<file path="src/rtl/spi_reg_rx_pkg.sv">
// Shared types and default widths for the SPI register-access receiver.
package spi_reg_rx_pkg;

  localparam int unsigned ADDR_W_DEF = 6;
  localparam int unsigned DATA_W_DEF = 32;

  typedef enum logic [2:0] {
    IDLE,
    ADDR,
    WDATA,
    RFETCH,
    RDATA,
    DONE
  } state_e;

endpackage

</file>
<file path="src/rtl/spi_edge_det.sv">
// Registers the (already reclocked) serial clock and flags its rising edge.
module spi_edge_det (
  input  logic clk,
  input  logic rst,
  input  logic sclk_i,
  output logic rise_c
);

  logic sclk_q;

  always_ff @(posedge clk) begin
    if (rst) sclk_q <= 1'b0;
    else     sclk_q <= sclk_i;
  end

  assign rise_c = sclk_i & ~sclk_q;

endmodule

</file>
<file path="src/rtl/spi_reg_rx.sv">
// SPI slave that turns R/W + address + data frames into register strobes.
// Optional abort counter output enabled by SPI_REG_RX_ABORT_CNT_EN.
module spi_reg_rx
  import spi_reg_rx_pkg::*;
#(
  parameter int unsigned ADDR_W = ADDR_W_DEF,
  parameter int unsigned DATA_W = DATA_W_DEF
) (
  input  logic              clk,
  input  logic              rst,
  input  logic              cs_n_i,
  input  logic              sclk_i,
  input  logic              mosi_i,
  output logic              miso_o,
  output logic [ADDR_W-1:0] reg_addr_o,
  output logic [DATA_W-1:0] reg_wdata_o,
  output logic              reg_we_o,
  output logic              reg_re_o,
  input  logic [DATA_W-1:0] reg_rdata_i,
  output logic              busy_o
`ifdef SPI_REG_RX_ABORT_CNT_EN
  ,
  output logic [7:0]        abort_cnt_o
`endif
);

  localparam int unsigned HDR_BITS = ADDR_W + 1;
  localparam int unsigned SR_W     = (DATA_W > ADDR_W) ? DATA_W : ADDR_W + 1;
  localparam int unsigned CNT_W    = $clog2(SR_W + 1);

  state_e            state_q, state_d;
  logic [CNT_W-1:0]  cnt_q, cnt_d;
  logic [SR_W-1:0]   sr_q, sr_d, sr_shift;
  logic [ADDR_W-1:0] addr_d;
  logic [DATA_W-1:0] wdata_d;
  logic              we_d, re_d;
  logic              cs_n_q;
  logic              rise_c;

  spi_edge_det u_edge (
    .clk    (clk),
    .rst    (rst),
    .sclk_i (sclk_i),
    .rise_c (rise_c)
  );

  assign sr_shift = {sr_q[SR_W-2:0], mosi_i};

  // Next-state, shift/count and strobe decode; cs_n_i high always wins over an edge.
  always_comb begin
    state_d = state_q;
    cnt_d   = cnt_q;
    sr_d    = sr_q;
    addr_d  = reg_addr_o;
    wdata_d = reg_wdata_o;
    we_d    = 1'b0;
    re_d    = 1'b0;
    case (state_q)
      IDLE: begin
        if (!cs_n_i && cs_n_q) begin
          state_d = ADDR;
          cnt_d   = '0;
        end
      end
      ADDR: begin
        if (cs_n_i) begin
          state_d = IDLE;
          cnt_d   = '0;
        end else if (rise_c) begin
          sr_d  = sr_shift;
          cnt_d = cnt_q + CNT_W'(1);
          if (cnt_q == CNT_W'(HDR_BITS - 1)) begin
            cnt_d  = '0;
            addr_d = sr_shift[ADDR_W-1:0];
            if (sr_shift[ADDR_W]) begin
              state_d = WDATA;
            end else begin
              state_d = RFETCH;
              re_d    = 1'b1;
            end
          end
        end
      end
      WDATA: begin
        if (cs_n_i) begin
          state_d = IDLE;
          cnt_d   = '0;
        end else if (rise_c) begin
          sr_d  = sr_shift;
          cnt_d = cnt_q + CNT_W'(1);
          if (cnt_q == CNT_W'(DATA_W - 1)) begin
            cnt_d   = '0;
            wdata_d = sr_shift[DATA_W-1:0];
            we_d    = 1'b1;
            state_d = DONE;
          end
        end
      end
      // Strobe cycle, then the cycle in which read data is valid.
      RFETCH: begin
        if (cs_n_i) begin
          state_d = IDLE;
          cnt_d   = '0;
        end else if (cnt_q == '0) begin
          cnt_d = CNT_W'(1);
        end else begin
          sr_d    = SR_W'(reg_rdata_i);
          cnt_d   = '0;
          state_d = RDATA;
        end
      end
      RDATA: begin
        if (cs_n_i) begin
          state_d = IDLE;
          cnt_d   = '0;
        end else if (rise_c) begin
          sr_d  = {sr_q[SR_W-2:0], 1'b0};
          cnt_d = cnt_q + CNT_W'(1);
          if (cnt_q == CNT_W'(DATA_W - 1)) begin
            cnt_d   = '0;
            state_d = DONE;
          end
        end
      end
      DONE: begin
        if (cs_n_i) state_d = IDLE;
      end
      default: begin
        state_d = IDLE;
        cnt_d   = '0;
      end
    endcase
  end

  always_ff @(posedge clk) begin
    if (rst) begin
      state_q     <= IDLE;
      cnt_q       <= '0;
      sr_q        <= '0;
      cs_n_q      <= 1'b0;
      reg_addr_o  <= '0;
      reg_wdata_o <= '0;
      reg_we_o    <= 1'b0;
      reg_re_o    <= 1'b0;
      busy_o      <= 1'b0;
      miso_o      <= 1'b0;
    end else begin
      state_q     <= state_d;
      cnt_q       <= cnt_d;
      sr_q        <= sr_d;
      cs_n_q      <= cs_n_i;
      reg_addr_o  <= addr_d;
      reg_wdata_o <= wdata_d;
      reg_we_o    <= we_d;
      reg_re_o    <= re_d;
      busy_o      <= (state_d != IDLE);
      miso_o      <= (state_d == RDATA) ? sr_d[DATA_W-1] : 1'b0;
    end
  end

`ifdef SPI_REG_RX_ABORT_CNT_EN
  logic abort_c;

  // DONE -> IDLE on deselect is normal completion, not an abort.
  assign abort_c = cs_n_i && (state_q inside {ADDR, WDATA, RFETCH, RDATA});

  always_ff @(posedge clk) begin
    if (rst)                               abort_cnt_o <= 8'd0;
    else if (abort_c && abort_cnt_o != 8'hFF) abort_cnt_o <= abort_cnt_o + 8'd1;
  end
`endif

endmodule

</file>
<file path="config.mk">
export PLATFORM = sky130hd
export DESIGN_NAME = spi_reg_rx
export DESIGN_NICKNAME = d
export VERILOG_FILES = /design/src/rtl/spi_reg_rx_pkg.sv /design/src/rtl/spi_edge_det.sv /design/src/rtl/spi_reg_rx.sv
export SDC_FILE = /design/constraint.sdc
export NUM_CORES = 1
export LEC_CHECK = 0
export BUFFER_PORTS_ARGS = -buffer_cell sky130_fd_sc_hd__clkbuf_2
export CORE_MARGIN = 2
export CORE_UTILIZATION = 40
export CTS_BUF_LIST = sky130_fd_sc_hd__clkbuf_8
export DETAILED_ROUTE_END_ITERATION = 10
export PLACE_DENSITY = 0.59
export SETUP_SLACK_MARGIN = 0.02
export SLEW_MARGIN = 20
export SYNTH_ARGS = -nofsm -noshare
export SYNTH_HDL_FRONTEND = slang
export SYNTH_SLANG_ARGS = --single-unit
</file>
<file path="constraint.sdc">
create_clock -name clk -period 2.4 [get_ports clk]
set_clock_uncertainty 0.15 [all_clocks]
set_input_delay 0.24 -clock clk [delete_from_list [all_inputs] [get_ports clk]]
set_output_delay 0.24 -clock clk [all_outputs]
set_load 0.05 [all_outputs]
</file>
* Yosys cells after proc, flatten, opt, wreduce, memory -nomap -nowiden *
Cells that the tools add are included.

word-level totals
  bits in registers = 85
  input bits = 37
  output and inout port bits = 42
  word-level logic and storage cells = 85

operators by class
  $add $sub $neg = 1
  equal/unequal tests = 17
  muxes and demuxes = 31
  bitwise gates (word level) = 9
  reduce and logical (&&, ||, !) cells = 15

operator list
  operator                                                         number
  32-bit two-way mux                                               6
  32-bit one-hot mux with 3 select lines                           1
  6-bit two-way mux                                                7
  3-bit two-way mux                                                10
  6-bit one-hot mux with 5 select lines                            1
  3-bit one-hot mux with 5 select lines                            1
  2-bit != test, second input constant                             6
  4-bit AND reduction                                              3
  3-bit == test, second input constant                             3
  1-bit NOT                                                        8
  7-bit AND reduction                                              1
  6-bit by 1-bit adder with 6-bit output, second input constant    1
  3-bit by 2-bit == test with 1-bit output, second input constant  2
  6-bit by 3-bit == test with 1-bit output, second input constant  1
  6-bit by 5-bit == test with 1-bit output, second input constant  1
  6-bit logical NOT                                                1
  3-bit nonzero test                                               2
  2-bit OR reduction                                               3
  1-bit two-way mux                                                5
  5-bit OR reduction                                               1
  4-bit OR reduction                                               1
  3-bit by 1-bit == test with 1-bit output, second input constant  1
  3-bit logical NOT                                                1
  3-bit by 1-bit != test with 1-bit output, second input constant  1
  5 further kinds                                                  5

* Depth between registers and ports, before layout *
  depth in word-level cells = 8
  mapped depth = 8
  depth with buffers taken out = 7

* Modules after synthesis *
A second synthesis with hierarchy kept.

unflattened totals
  cell total of the unflattened synthesis = 409
  area, all modules = 3520.9 um^2

modules (own cells, without submodules)
  module        instances  cells an instance  area an instance (um^2)  sequential area each (um^2)
  spi_reg_rx    1          406                3473.3                   1681.6
  spi_edge_det  1          3                  47.5                     20.0

* Least setup slack after synthesis *
No wires, ideal clock.

  kind = register to register
  start = reg cnt_q[0]
  end = reg sr_q[10]
  library setup time = 0.132 ns
  arrival = 1.591 ns
  required time = 2.118 ns
  path slack = 0.527 ns
  cell stages (with the launch flop) = 8
  buffers on the path = 1
  clock period less this slack = 1.873 ns
  cell sequence = dfxtp_1 inv_1 ha_1 a311oi_4 a21oi_1 buf_2 a221oi_1 nor3_1

on the way
  longest elaborated chain between the ends = 3

RTL lines
  item                           line               text
  start, declared                spi_reg_rx.sv:32   logic [CNT_W-1:0] cnt_q, cnt_d;
  start signal, assigned         spi_reg_rx.sv:149  cnt_q <= cnt_d;
  6-bit logical NOT              spi_reg_rx.sv:104  end else if (cnt_q == '0) begin
  2-bit != test (no line)        n/a
  7-bit AND reduction (no line)  n/a
  end signal, assigned           spi_reg_rx.sv:150  sr_q <= sr_d;
  end, declared                  spi_reg_rx.sv:33   logic [SR_W-1:0] sr_q, sr_d, sr_shift;

No other way between the ends.
A chain may end at the register's enable or synchronous reset.

* Worst setup path in the final report *
  start = in sclk_i
  end = reg sr_q[0]

on the way
  longest elaborated chain between the ends = 3
  elaborated cells between the ends (all ways) = 4
  those cells by class = eq/ne: 2; bitwise: 1; reduce/logical: 1

RTL lines
  item                                                                                 line                text
  start, declared                                                                      spi_reg_rx.sv:12    input logic sclk_i,
  1-bit AND (*)                                                                        spi_edge_det.sv:16  assign rise_c = sclk_i & ~sclk_q;
  2-bit != test (no line) or 2-bit by 1-bit != test with 1-bit output (tied branches)  n/a
  7-bit AND reduction (no line) (*)                                                    n/a

Every way passes the cells marked *; elsewhere a longest branch is shown, timed or not.

==> results.ini <==
[synth]
netlist_top_cells_area = dfxtp_1 47%, nand2_1 7.4%, a221oi_1 7.3%, a21oi_1 6.2%, nor2_1 4.9%
syn-num-nets = 468
synthesis.instances = 428
yosysTopAreaCellShare_pct = 47.2
postSynthAreaPerCell_sq_um = 8.43
syn_area_sq_um = 3610
synth_top_area_cell = dfxtp_1
ys_warn_count = 0
synth_seq_cells = 85
synth_cell_types = 50
yosysSeqAreaShare_pct = 47.2

[run]
cap_violations = 0

[finish]
final_area_sq_um = 4340
layout_commonest_cell = dfxtp_1
nets = 543
drive_above_1_share_pct = 24.2
fill_cells = 856
fin_util_pct = 49.8
final_cell_mix = 85 x dfxtp_1, 78 x clkbuf_2, 71 x nand2_1
syn_to_final_growth_pct = 20.4
insertedDiodeCount = 0

[timing]
worst_pin_slew_ps = 580
fin_setup_tns_ps = 0
maxSlewViolCount = 0
timing.slew.headroom_pct = 61.2
setup_viol = 0
fmax_ghz = 0.461
period_needed_ps = 2170
worst_slack_ps = 229
timing.final.crit_share_pct = 90.5
hold_viol_final = 0
rsz0062_at_grt = no
worst_hold_slack_ps = 32.0

[setup_path]
cp_max_fo = 17
cp-startpoint = sclk_i
r2r-start = cnt_q[0]
r2r.worst_path.cells = 6
endpoint = sr_q[0]
crit_path_end_kind = flip-flop
rrSetupSlack_ps = 280
cp.required_ps = 2480
cp-start-kind = input port
worstSetupPathType = in2reg
reg2reg_to = cnt_q[3]
arrival_ps = 2250

[cts]
cts.sinks = 85
clockRootBuffer = clkbuf_8
cts-buffers-inserted = 9
path_clk_slew_ps = 90
cts_setup_buffers = 0
cts_max_path_buffers = 2
tritoncts = built
htreeDepth = 3
insertion_delay_ps = 360

[placement]
post-place-ws_ps = 322
place_hpwl_mm = 6.59
io_buffer_count = 78
dpl-instance-area_sq_um = 4130
place_congestion = 0.940

[floorplan]
die_w_microns = 98.9
boundaryPins = 79
die_area_sq_um = 9790
die_h_microns = 98.9
fp-row-count = 34
start_util_pct = 41.3
design.core.area_sq_um = 8720

[drt]
drc = 0
drt_iter0_markers = 160
detail_route.wl_per_cell_microns = 15.5
post_drt_via_cell_ratio = 5.53
dr_total_vias = 3409
dr.pass1.iters = 4
ant_nets = 0
wirelength_mm = 9.58

[power]
cellPowerDensity_nw_per_um2 = 580
vdd_drop_max_mv = 0.311
leakage_nw = 1.75

[global_routing]
grt_max_degree = 55
antenna_found_initial = 0
grt_pass1_wl_mm = 15.9
grt_pass1_vias = 3234
track_usage_pct = 20.2
grt_overflow = 0

[min_path]
min_path_type = in2reg

[status]
status = complete, no violations

-- cell usage after synthesis, drive strengths merged --
library cell  number
dfxtp             85
nand2             71
nor2              48
a21oi             45
nor3              32
a221oi            31
clkbuf            19
buf               15
mux2i              6
nand2b             6
o31ai              6
and2               5
inv                5
nand3              5
nand4              5
o21ai              4
a31oi              3
and3               3
ha                 3
nor2b              3
nor4               3
o211ai             3
a311oi             2
a31o               2
and2b              2
or3                2
a2111oi            1
a21boi             1
a21o               1
a222oi             1
a311o              1
a32o               1
nor3b              1
nor4b              1
o22ai              1
o31a               1
o32a               1
o41ai              1
xnor2              1
xor2               1
-- state kept, by name (all words and copies together) (netlist names) --
register	flops
reg_wdata_o	32
sr_q	32
cnt_q	6
reg_addr_o	6
state_q	3
busy_o	1
cs_n_q	1
miso_o	1
reg_re_o	1
reg_we_o	1
u_edge.sclk_q	1
-- critical path, stage by stage --
cell and delay (ps):
dlygate4sd3_1 530, clkbuf_2 110, nand2b_1 190, nor2_1 470
a21oi_2 150, buf_4 230, a222oi_1 280, nor2_1 60
-- worst min path at each step --
stage / from / endpoint / cells after the start / slack, ps
3_5_place_dp: reg_wdata_o[4] / reg_wdata_o[4] / 2 / 300
5_1_grt: reg_rdata_i[25] / sr_q[25] / 3 / 40
4_1_cts: reg_rdata_i[6] / sr_q[6] / 3 / 20
3_3_place_gp: reg_wdata_o[25] / reg_wdata_o[25] / 2 / 290
2_1_floorplan: sclk_i / u_edge.sclk_q / 1 / 220
6_report: reg_rdata_i[25] / sr_q[25] / 3 / 30
-- cell families after synthesis --
family | Yosys count | share of synthesized area, %
simple gates | 187 | 24.0
compound gates | 106 | 21.0
flops | 85 | 47.2
buf+inv | 39 | 4.61
mux | 6 | 1.67
fa+ha+maj | 3 | 1.04
xor+xnor | 2 | 0.486
-- layout make-up --
type	instances	area [sq um]	area share [%]
Multi-Input combinational cell	304	1740	40.1
Sequential cell	85	1700	39.2
Timing Repair Buffer	98	561	12.9
Clock buffer	10	138	3.17
Tap cell	108	135	3.11
Clock inverter	6	46.3	1.07
Inverter	5	18.8	0.432
-- stage by stage --
step                      instances  power (W)
after floorplan                 428    0.00153
after CTS                       616    0.00255
after global placement          597    0.00159
after global routing            616    0.00261
final                           616    0.00252
after detailed placement        597    0.00158
-- report_power, final --
group / total (W) / internal, W / switching, W / leakage, nW
Clock: 0.000964 / 0.000414 / 0.000550 / 0.0946
Sequential: 0.00143 / 0.00142 / 0.00000900 / 0.686
Combinational: 0.000128 / 0.0000506 / 0.0000776 / 0.973
-- routing by layer --
metal | vias to the layer above | track usage (%) | routed length [microns]
met2 | 106 | 30.6 | 4290
met3 | 16 | 4.61 | 575
li1 | 1683 | - | -
met5 | - | 0 | 0
met4 | 0 | 7.17 | 143
met1 | 1604 | 28.2 | 4570
-- timing repair --
action / in CTS / in global routing
hold buffers: 3 / 0
endpoints found under the hold margin: 3 / 0
resized for setup: 0 / 0
Note: power is estimated with default switching activity, not from simulation.
